## config.mk

```make
export PLATFORM = sky130hd
export DESIGN_NAME = first_counter_monitor_flat
export DESIGN_NICKNAME = d
export VERILOG_FILES = /design/src/rtl/first_counter_monitor_if.sv /design/src/rtl/first_counter_monitor.sv /design/src/flat_wrapper.sv
export SDC_FILE = /design/constraint.sdc
export NUM_CORES = 1
export LEC_CHECK = 0
export ABC_AREA = 1
export CAP_MARGIN = 30
export CORE_MARGIN = 3
export CORE_UTILIZATION = 55
export CTS_CLUSTER_SIZE = 40
export DETAILED_ROUTE_END_ITERATION = 10
export GPL_ROUTABILITY_DRIVEN = 0
export PLACE_DENSITY = 0.84
export SYNTH_ARGS = -nofsm -noshare
export SYNTH_HDL_FRONTEND = slang
export SYNTH_SLANG_ARGS = --single-unit
```

## constraint.sdc

```tcl
create_clock -name clk -period 3.5 [get_ports clk]
set_input_delay 0.7 -clock clk [delete_from_list [all_inputs] [get_ports clk]]
set_output_delay 0.7 -clock clk [all_outputs]
set_load 0.1 [all_outputs]
```

## src/rtl/first_counter_monitor_if.sv

```systemverilog
// rtl/first_counter_monitor_if.sv - observed counter stimulus and outputs as seen by the monitor
interface first_counter_monitor_if #(
    parameter int WIDTH = 4
);
    logic             mon_reset;
    logic             mon_enable;
    logic [WIDTH-1:0] mon_count;
    logic             mon_ovf;

    modport master (
        output mon_reset,
        output mon_enable,
        output mon_count,
        output mon_ovf
    );

    modport slave (
        input mon_reset,
        input mon_enable,
        input mon_count,
        input mon_ovf
    );
endinterface

```

## src/rtl/first_counter_monitor.sv

```systemverilog
// rtl/first_counter_monitor.sv - cycle-accurate checker for the first_counter with error statistics
module first_counter_monitor #(
    parameter int WIDTH       = 4,
    parameter int WRAP_CNT_W  = 8,
    parameter int CHECK_CNT_W = 16,
    parameter int STOP_ON_ERR = 1
) (
    input  logic                   clk,
    input  logic                   reset_n,
    input  logic                   clr,
    first_counter_monitor_if.slave mon,
    output logic [1:0]             state,
    output logic                   mismatch,
    output logic                   error,
    output logic [7:0]             err_count,
    output logic [WIDTH:0]         err_got,
    output logic [WIDTH:0]         err_exp,
    output logic [WRAP_CNT_W-1:0]  wrap_count,
    output logic [CHECK_CNT_W-1:0] check_count
);
    typedef enum logic [1:0] {
        ST_IDLE  = 2'd0,
        ST_TRACK = 2'd1,
        ST_FAULT = 2'd2
    } state_t;

    localparam logic [WIDTH-1:0] CNT_MAX = '1;

    state_t           st;
    logic [WIDTH-1:0] exp_cnt;
    logic             exp_ovf;
    logic [WIDTH:0]   got_val;
    logic [WIDTH:0]   exp_val;
    logic             differs;
    logic             at_max;

    assign got_val = {mon.mon_ovf, mon.mon_count};
    assign exp_val = {exp_ovf, exp_cnt};
    assign differs = (got_val != exp_val);
    assign at_max  = (exp_cnt == CNT_MAX);
    assign state   = st;

    always_ff @(posedge clk or negedge reset_n) begin
        if (!reset_n) begin
            st          <= ST_IDLE;
            exp_cnt     <= '0;
            exp_ovf     <= 1'b0;
            mismatch    <= 1'b0;
            error       <= 1'b0;
            err_count   <= '0;
            err_got     <= '0;
            err_exp     <= '0;
            wrap_count  <= '0;
            check_count <= '0;
        end else if (clr) begin
            st          <= ST_IDLE;
            exp_cnt     <= '0;
            exp_ovf     <= 1'b0;
            mismatch    <= 1'b0;
            error       <= 1'b0;
            err_count   <= '0;
            err_got     <= '0;
            err_exp     <= '0;
            wrap_count  <= '0;
            check_count <= '0;
        end else begin
            case (st)
                ST_TRACK: begin
                    if (!(&check_count))
                        check_count <= check_count + 1'b1;
                    mismatch <= differs;
                    if (differs) begin
                        error <= 1'b1;
                        if (!(&err_count))
                            err_count <= err_count + 1'b1;
                        // Only the first divergence is captured; later ones just count.
                        if (!error) begin
                            err_got <= got_val;
                            err_exp <= exp_val;
                        end
                        if (STOP_ON_ERR != 0)
                            st <= ST_FAULT;
                    end
                    // The model advances from its own state so one bad sample does not cascade.
                    if (mon.mon_reset) begin
                        exp_cnt <= '0;
                        exp_ovf <= 1'b0;
                    end else begin
                        exp_cnt <= exp_cnt + {{(WIDTH-1){1'b0}}, mon.mon_enable};
                        exp_ovf <= exp_ovf | at_max;
                        if (mon.mon_enable && at_max && !(&wrap_count))
                            wrap_count <= wrap_count + 1'b1;
                    end
                end
                ST_FAULT: begin
                    mismatch <= 1'b0;
                end
                default: begin
                    mismatch <= 1'b0;
                    if (mon.mon_reset) begin
                        st      <= ST_TRACK;
                        exp_cnt <= '0;
                        exp_ovf <= 1'b0;
                    end
                end
            endcase
        end
    end
endmodule

```

## src/flat_wrapper.sv

```systemverilog
// flat-port wrapper written by rule: the top's interface ports become plain ports
module first_counter_monitor_flat 
#(
    parameter int WIDTH       = 4,
    parameter int WRAP_CNT_W  = 8,
    parameter int CHECK_CNT_W = 16,
    parameter int STOP_ON_ERR = 1
)
  (clk, reset_n, clr, state, mismatch, error, err_count, err_got, err_exp, wrap_count, check_count, mon_mon_reset, mon_mon_enable, mon_mon_count, mon_mon_ovf);
  first_counter_monitor_if #(.WIDTH(WIDTH)) mon_i ();
  input  logic clk;
  input  logic reset_n;
  input  logic clr;
  output logic [1:0] state;
  output logic mismatch;
  output logic error;
  output logic [7:0] err_count;
  output logic [WIDTH:0] err_got;
  output logic [WIDTH:0] err_exp;
  output logic [WRAP_CNT_W-1:0] wrap_count;
  output logic [CHECK_CNT_W-1:0] check_count;
  input wire logic [$bits(mon_i.mon_reset)-1:0] mon_mon_reset;
  input wire logic [$bits(mon_i.mon_enable)-1:0] mon_mon_enable;
  input wire logic [$bits(mon_i.mon_count)-1:0] mon_mon_count;
  input wire logic [$bits(mon_i.mon_ovf)-1:0] mon_mon_ovf;
  assign mon_i.mon_reset = mon_mon_reset;
  assign mon_i.mon_enable = mon_mon_enable;
  assign mon_i.mon_count = mon_mon_count;
  assign mon_i.mon_ovf = mon_mon_ovf;
  first_counter_monitor #(.WIDTH(WIDTH), .WRAP_CNT_W(WRAP_CNT_W), .CHECK_CNT_W(CHECK_CNT_W), .STOP_ON_ERR(STOP_ON_ERR)) u_core (.clk(clk), .reset_n(reset_n), .clr(clr), .mon(mon_i), .state(state), .mismatch(mismatch), .error(error), .err_count(err_count), .err_got(err_got), .err_exp(err_exp), .wrap_count(wrap_count), .check_count(check_count));
endmodule
```

==> results of run 1 <==
[per-layer routing]
metal | vias to the layer above | GRT usage [%] | share of wire (%)
li1 | 1390 | - | -
met1 | 1339 | 32.8 | 45
met2 | 71 | 40.9 | 50
met3 | 10 | 3.40 | 3.9
met4 | 0 | 6.36 | 1.4
met5 | - | 0 | 0
[logic make-up after synthesis]
kind of cell | count (synthesis) | share of synthesized area, %
AND/OR/NAND/NOR | 240 | 36.5
adder cells (fa/ha/maj) | 5 | 2.12
XOR/XNOR | 16 | 4.74
AO/OA/AOI/OAI | 30 | 6.09
buffers and inverters | 52 | 7.41
flip-flops | 51 | 43.2
[layout make-up]
| type | instances | area, µm² |
|---|---|---|
| fillers | 435 | 1530 |
| multi-input cells | 291 | 1460 |
| flip-flops and latches | 51 | 1280 |
| repair buffers | 58 | 518 |
| inverters | 41 | 154 |
| well taps | 70 | 87.6 |
| clock buffers | 6 | 82.6 |
| clock inverters | 2 | 35.0 |
[Yosys cell counts (3+ instances only)]
master / n / area [µm²]
sky130_fd_sc_hd__o21ai_2: 3 / 26.3
sky130_fd_sc_hd__nand2_1: 114 / 428
sky130_fd_sc_hd__xnor2_1: 3 / 26.3
sky130_fd_sc_hd__ha_1: 5 / 62.6
sky130_fd_sc_hd__nand4_1: 23 / 144
sky130_fd_sc_hd__nor2_2: 3 / 18.8
sky130_fd_sc_hd__xor2_1: 13 / 114
sky130_fd_sc_hd__clkbuf_1: 3 / 11.3
sky130_fd_sc_hd__inv_1: 40 / 150
sky130_fd_sc_hd__o21ai_0: 19 / 95.1
sky130_fd_sc_hd__nand3_1: 49 / 245
sky130_fd_sc_hd__nand3_2: 3 / 30.0
sky130_fd_sc_hd__buf_2: 4 / 20.0
sky130_fd_sc_hd__dfrtp_1: 51 / 1280
sky130_fd_sc_hd__a21oi_1: 4 / 20.0
sky130_fd_sc_hd__nor2_1: 41 / 154
[how the worst max path moves through the flow]
stage | start | to | slack (ns)
3_5_place_dp | clr | u_core.err_exp[1] | 0.77
5_1_grt | u_core.err_count[6] | err_count[6] | 0.83
4_1_cts | u_core.err_count[1] | err_count[1] | 0.87
2_1_floorplan | u_core.err_count[0] | u_core.err_count[5] | 1.26
6_report | u_core.err_count[1] | err_count[1] | 0.89
3_3_place_gp | clr | u_core.err_got[4] | 0.85
[power by group]
group | switching, mW | internal, mW
logic | 0.597 | 0.154
registers | 0.0593 | 0.643
clock network | 0.196 | 0.232
total | 0.852 | 1.03
[state kept, by name, summed over array words and instances, names as in the netlist]
signal              cells
u_core.check_count     16
u_core.exp_cnt          4
u_core.err_count        8
u_core.exp_ovf          1
u_core.error            1
u_core.err_exp          5
u_core.state            2
u_core.wrap_count       8
u_core.mismatch         1
u_core.err_got          5
[metrics by stage]
stage               cell area, µm²  power [mW]
detailed placement            3500        1.46
finish                        3610        1.88
global placement              3500        1.45
global route                  3610        1.96
floorplan                     2960        1.28
CTS                           3610        1.89
==> metrics.md, run 1 <==
| Metric | Value |
|---|---|
| Worst slew pin tran | `0.976 ns` |
| CTS-repair resized insts | `0` |
| Largest fanout on the critical path | `5` |
| Number of different library cells in the post-synthesis netlist | `29` |
| Post-DP HPWL | `about 5100 µm` |
| CP delay by family, top | `buffers and inverters` |
| Most common library cell in the layout ignoring fill and taps | `sky130_fd_sc_hd__nand2_1` |
| Required arrival time at the worst endpoint | `2.80 ns` |
| Cell count after placement | `approximately 510` |
| H-tree depth | `2` |
| Number of clock buffers inserted by TritonCTS | `5` |
| Post-Syn Nets | `409` |
| Max-cap violation count | `0` |
| Clock-pin slew of the registers on the worst-case setup and hold paths | `around 0.090 ns` |
| First drt pass iteration count | `4` |
| Critical path class | `flip-flop to primary output` |
| Drt drc | `0` |
| Via count of the first global-routing pass | `approximately 2700` |
| EDFF count, synth | `0` |
| Final Setup Violations | `0` |
| Setup Fix Bufs, Post-CTS | `0` |
| Type of the worst min-delay path | `input pin to async pin` |
| Post-Syn Area per Cell | `7.50 µm²` |
| Residual antenna-violating net count after detailed routing | `0` |
| Clock latency reported for the late side of the worst-skew pair | `approximately 0.30 ns` |
| Total routing usage reported by global routing | `about a quarter` |
| Share of synthesized flip-flops with an asynchronous set or reset | `100%` |
| R2R Setup Slk | `around 1.5 ns` |
| Clk_skew | `0.00741 ns` |
| Total standard cell area after synthesis | `~0.003 mm²` |
| Number of placement rows | `26` |
| Die Span X | `79.3 µm` |
| Power density over the cells | `520 mW/mm²` |
| Worst relative slew slack | `34.8%` |
| Via count | `2810` |
| Number of register bits inferred by synthesis | `51` |
| WL/cell | `~14 µm` |
| Final period utilization | `around 75%` |
| Sort of element at the end of the critical path | `primary output` |
| Library cell contributing the largest single delay on the critical path | `sky130_fd_sc_hd__clkdlybuf4s50_1` |
| Non-filler cells, final | `519` |
| Capture point of the worst reg-to-reg path | `u_core.check_count[15]` |
| Worst vdd ir | `371 µV` |
| Final Net Count | `463` |
| Global-route wire length before repair | `12400 µm` |
| Leakage dissipation | `1.77 nW` |
| Ports placed on the boundary | `56` |
| Worst flop-to-flop path startpoint | `u_core.state[0]` |
| Routed via count divided by cell count | `5.41` |
| Detailed Route WL | `7180 µm` |
| Clock tree from TritonCTS | `done` |
| Area delta synth->final | `22.3%` |
| Logic depth of the worst setup path including buffers | `1` |
| Post-Route Hold Slack | `~0.45 ns` |
| Starting Density | `a little under three fifths` |
| Pin count of the biggest net entering global routing | `40` |
| Final critical-path required period | `between 2 and 3 ns` |
| Floorplan Core Area | `0.00514 mm²` |
| Count of routing violations after the opening detailed-route iteration | `between 150 and 200` |
| Outcome | `completed` |
| Clock tree sinks | `51` |
| Longest individual stage delay on the worst path | `1.17 ns` |
| Worst path bufs/invs | `1` |
| Count of antenna diodes in the layout | `0` |
| Arrival time of the worst setup path | `1.91 ns` |
| Max Root-Sink Buffers | `2` |
| Remaining global-route overflow | `0` |
| Setup TNS after final layout | `0 ns` |
| Share of cells above drive strength 1 | `10.7%` |
| Total Die Area | `0.00629 mm²` |
| Number of slew-limit violations in the final report | `0` |
| Part of the Yosys area used for sequential elements | `a little over two fifths` |
| Setup WS post-layout | `0.889 ns` |
| Fin. Hold Viols | `0` |
| Clock root buffer master | `sky130_fd_sc_hd__clkbuf_8` |
| Port Buf Inserts | `55` |
| Height of the die | `79.3 µm` |
| Unrepaired setup endpoints after global routing | `false` |
| Fmax | `383 MHz` |
| R2r worst-path depth | `7` |
| Cell count after synthesis | `394` |
| Commonest cells after routing, fill and taps aside | `sky130_fd_sc_hd__nand2_1 (114), sky130_fd_sc_hd__dfrtp_1 (51), sky130_fd_sc_hd__nand3_1 (49), sky130_fd_sc_hd__nor2_1 (41), sky130_fd_sc_hd__inv_1 (40)` |
| Critical path cell sequence | `clkdlybuf4s50_1` |
| Number of buffers added to fix hold violations after cts | `0` |
| Setup slack after placement | `about 0.77 ns` |
| CP Launch Type | `flip-flop` |
| Share of the core filled with cells in the final layout | `70.3%` |
| Flip-flop cell with the highest count after synthesis | `sky130_fd_sc_hd__dfrtp_1` |
| Number of synthesis warnings | `0` |
| Initial antenna violation count | `0` |
Note: power is estimated with default switching activity, not from simulation.
==> run 2, diff against run 1 <==
CORE_UTILIZATION = 47   (was 55)
PLACE_DENSITY = 0.76   (was 0.84)
clock period = 2.3 ns   (was 3.5 ns; I/O delays follow)
==> metrics.md, run 2 (synthesized netlist as in run 1, its figures left out) <==
| Metric | Value |
|---|---|
| Arrival time of the worst setup path | `2.05 ns` |
| Worst relative slew slack | `68.6%` |
| Clock tree sinks | `51` |
| Number of slew-limit violations in the final report | `0` |
| Starting Density | `about half` |
| Library cell contributing the largest single delay on the critical path | `sky130_fd_sc_hd__dfrtp_1` |
| Setup TNS after final layout | `0 ns` |
| Height of the die | `approximately 85 µm` |
| Final critical-path required period | `1.85 ns` |
| Worst vdd ir | `858 µV` |
| Port Buf Inserts | `between 50 and 60` |
| Type of the worst min-delay path | `input pin to async pin` |
| Via count of the first global-routing pass | `2568` |
| R2R Setup Slk | `0.45 ns` |
| Residual antenna-violating net count after detailed routing | `0` |
| Area delta synth->final | `20.6%` |
| Switching part of the total power | `between 40% and 50%` |
| CP Launch Type | `flip-flop` |
| Cell count after placement | `between 500 and 600` |
| Unrepaired setup endpoints after global routing | `false` |
| Total internal power | `1.42 mW` |
| Floorplan Core Area | `0.00599 mm²` |
| Total Die Area | `about 0.0073 mm²` |
| Clock root buffer master | `sky130_fd_sc_hd__clkbuf_8` |
| Most flops, register | `u_core.check_count` |
| WL/cell | `around 13 µm` |
| Share of power burned in the clock network | `roughly a fifth` |
| H-tree depth | `2` |
| Switching power | `1.29 mW` |
| Post-Route Hold Slack | `0.100 ns` |
| Required arrival time at the worst endpoint | `2.50 ns` |
| Setup Fix Bufs, Post-CTS | `0` |
| Remaining global-route overflow | `0` |
| Initial antenna violation count | `0` |
| Worst flop-to-flop path startpoint | `u_core.check_count[0]` |
| Routed via count divided by cell count | `5.23` |
| Fmax | `541 MHz` |
| Cell repeated most along the worst path | `sky130_fd_sc_hd__nand2_1` |
| Commonest cells after routing, fill and taps aside | `sky130_fd_sc_hd__nand2_1 (114), sky130_fd_sc_hd__buf_4 (52), sky130_fd_sc_hd__dfrtp_1 (51), sky130_fd_sc_hd__nand3_1 (49), sky130_fd_sc_hd__nor2_1 (41)` |
| Largest fanout on the critical path | `9` |
| Setup WS post-layout | `0.452 ns` |
| Max Root-Sink Buffers | `2` |
| Final period utilization | `around four fifths` |
| Clock-pin slew of the registers on the worst-case setup and hold paths | `0.09 ns` |
| Worst slew pin tran | `about 0.47 ns` |
| R2r worst-path depth | `8` |
| Critical path class | `flip-flop to flip-flop` |
| Flop pwr share | `roughly two fifths` |
| Most common library cell in the layout ignoring fill and taps | `sky130_fd_sc_hd__nand2_1` |
| Flip-flop count of the largest register, all copies and words added | `16` |
| Number of clock buffers inserted by TritonCTS | `5` |
| Global-route wire length before repair | `around 12000 µm` |
| Drt drc | `0` |
| Clock latency reported for the late side of the worst-skew pair | `0.30 ns` |
| Number of buffers added to fix hold violations after cts | `0` |
| Share of the core filled with cells in the final layout | `59.5%` |
| Power density over the cells | `759 mW/mm²` |
| Number of placement rows | `28` |
| Total power consumption of the routed design | `between 2 and 3 mW` |
| Pin count of the biggest net entering global routing | `33` |
| Capture point of the worst reg-to-reg path | `u_core.check_count[14]` |
| Clock tree from TritonCTS | `done` |
| Longest individual stage delay on the worst path | `0.42 ns` |
| Final Setup Violations | `0` |
| Clk_skew | `0.00949 ns` |
| Total routing usage reported by global routing | `slightly above 20%` |
| CTS-repair resized insts | `0` |
| Power share of the combinational group | `between 40% and 50%` |
| Count of antenna diodes in the layout | `0` |
| Count of routing violations after the opening detailed-route iteration | `150` |
| Ports placed on the boundary | `56` |
| First drt pass iteration count | `4` |
| Non-filler cells, final | `528` |
| Final Net Count | `467` |
| Max-cap violation count | `0` |
| Design area | `0.00357 mm²` |
| Fin. Hold Viols | `0` |
| Placed inst area | `0.00348 mm²` |
| Share of cells above drive strength 1 | `17.0%` |
| Regs by FF count | `u_core.check_count: 16 flops, u_core.err_count: 8 flops, u_core.wrap_count: 8 flops` |
| Detailed Route WL | `7020 µm` |
| Die Span X | `85.3 µm` |
| Sort of element at the end of the critical path | `flip-flop` |
| Setup slack after placement | `0.206 ns` |
| Outcome | `completed` |
| Post-DP HPWL | `5220 µm` |
| Leakage dissipation | `1.83 nW` |
| Critical path cell sequence | `ha_1, nand2_1, nor3_4, nand3_2, o21ai_4, inv_2, nand2_1, nand2_1` |
| Via count | `2762` |
run 2: cell count changes in the layout (fill, tap and decap cells not counted), sizes merged:
| cell | before | now |
|---|---|---|
| clkdlybuf4s50 | 34 | 8 |
| bufinv | 1 | 0 |
| clkinvlp | 0 | 1 |
| buf | 24 | 54 |
run 2: area by class of cell:
type | instances | area [µm²]
Timing Repair Buffer | 62 | 495
Clock buffer | 6 | 72.6
Fill cell | 554 | 2420
Clock inverter | 2 | 12.5
Multi-Input combinational cell | 291 | 1460
Inverter | 41 | 154
Tap cell | 75 | 93.8
Sequential cell | 51 | 1280
run 2: power groups by stage:
stage                     logic [mW]  clock network, mW  registers [mW]
after floorplan                0.321                  0            1.63
after global placement          1.12                  0            1.08
after detailed placement        1.13                  0            1.09
after CTS                       1.13              0.523            1.07
after global routing            1.20              0.557            1.09
final                           1.13              0.503            1.07
run 2: worst max-delay path: cells and delay by family (launching register included):
| family | cells | cell delay (ns) |
|---|---|---|
| buffers and inverters | 1 | 0.10 |
| flip-flops | 1 | 0.42 |
| AO/OA/AOI/OAI | 1 | 0.29 |
| AND/OR/NAND/NOR | 5 | 0.73 |
| adder cells (fa/ha/maj) | 1 | 0.21 |
run 2: how the worst max path moves through the flow:
| stage | from | endpoint | cells past startpoint |
|---|---|---|---|
| floorplan | u_core.err_count[0] | u_core.err_count[5] | 8 |
| global placement | mon_mon_count[1] | u_core.err_got[1] | 10 |
| detailed placement | mon_mon_count[1] | u_core.err_got[0] | 10 |
| CTS | u_core.check_count[0] | u_core.check_count[1] | 8 |
| global route | u_core.check_count[0] | u_core.check_count[14] | 8 |
| finish | u_core.check_count[0] | u_core.check_count[14] | 8 |
run 2: per-layer routing:
layer / GRT usage (%) / up-vias / wire length (µm)
li1: - / 1396 / -
met1: 26.9 / 1299 / 3250
met2: 33.9 / 58 / 3350
met3: 2.72 / 9 / 289
met4: 7.05 / 0 / 127
met5: 0 / - / 0
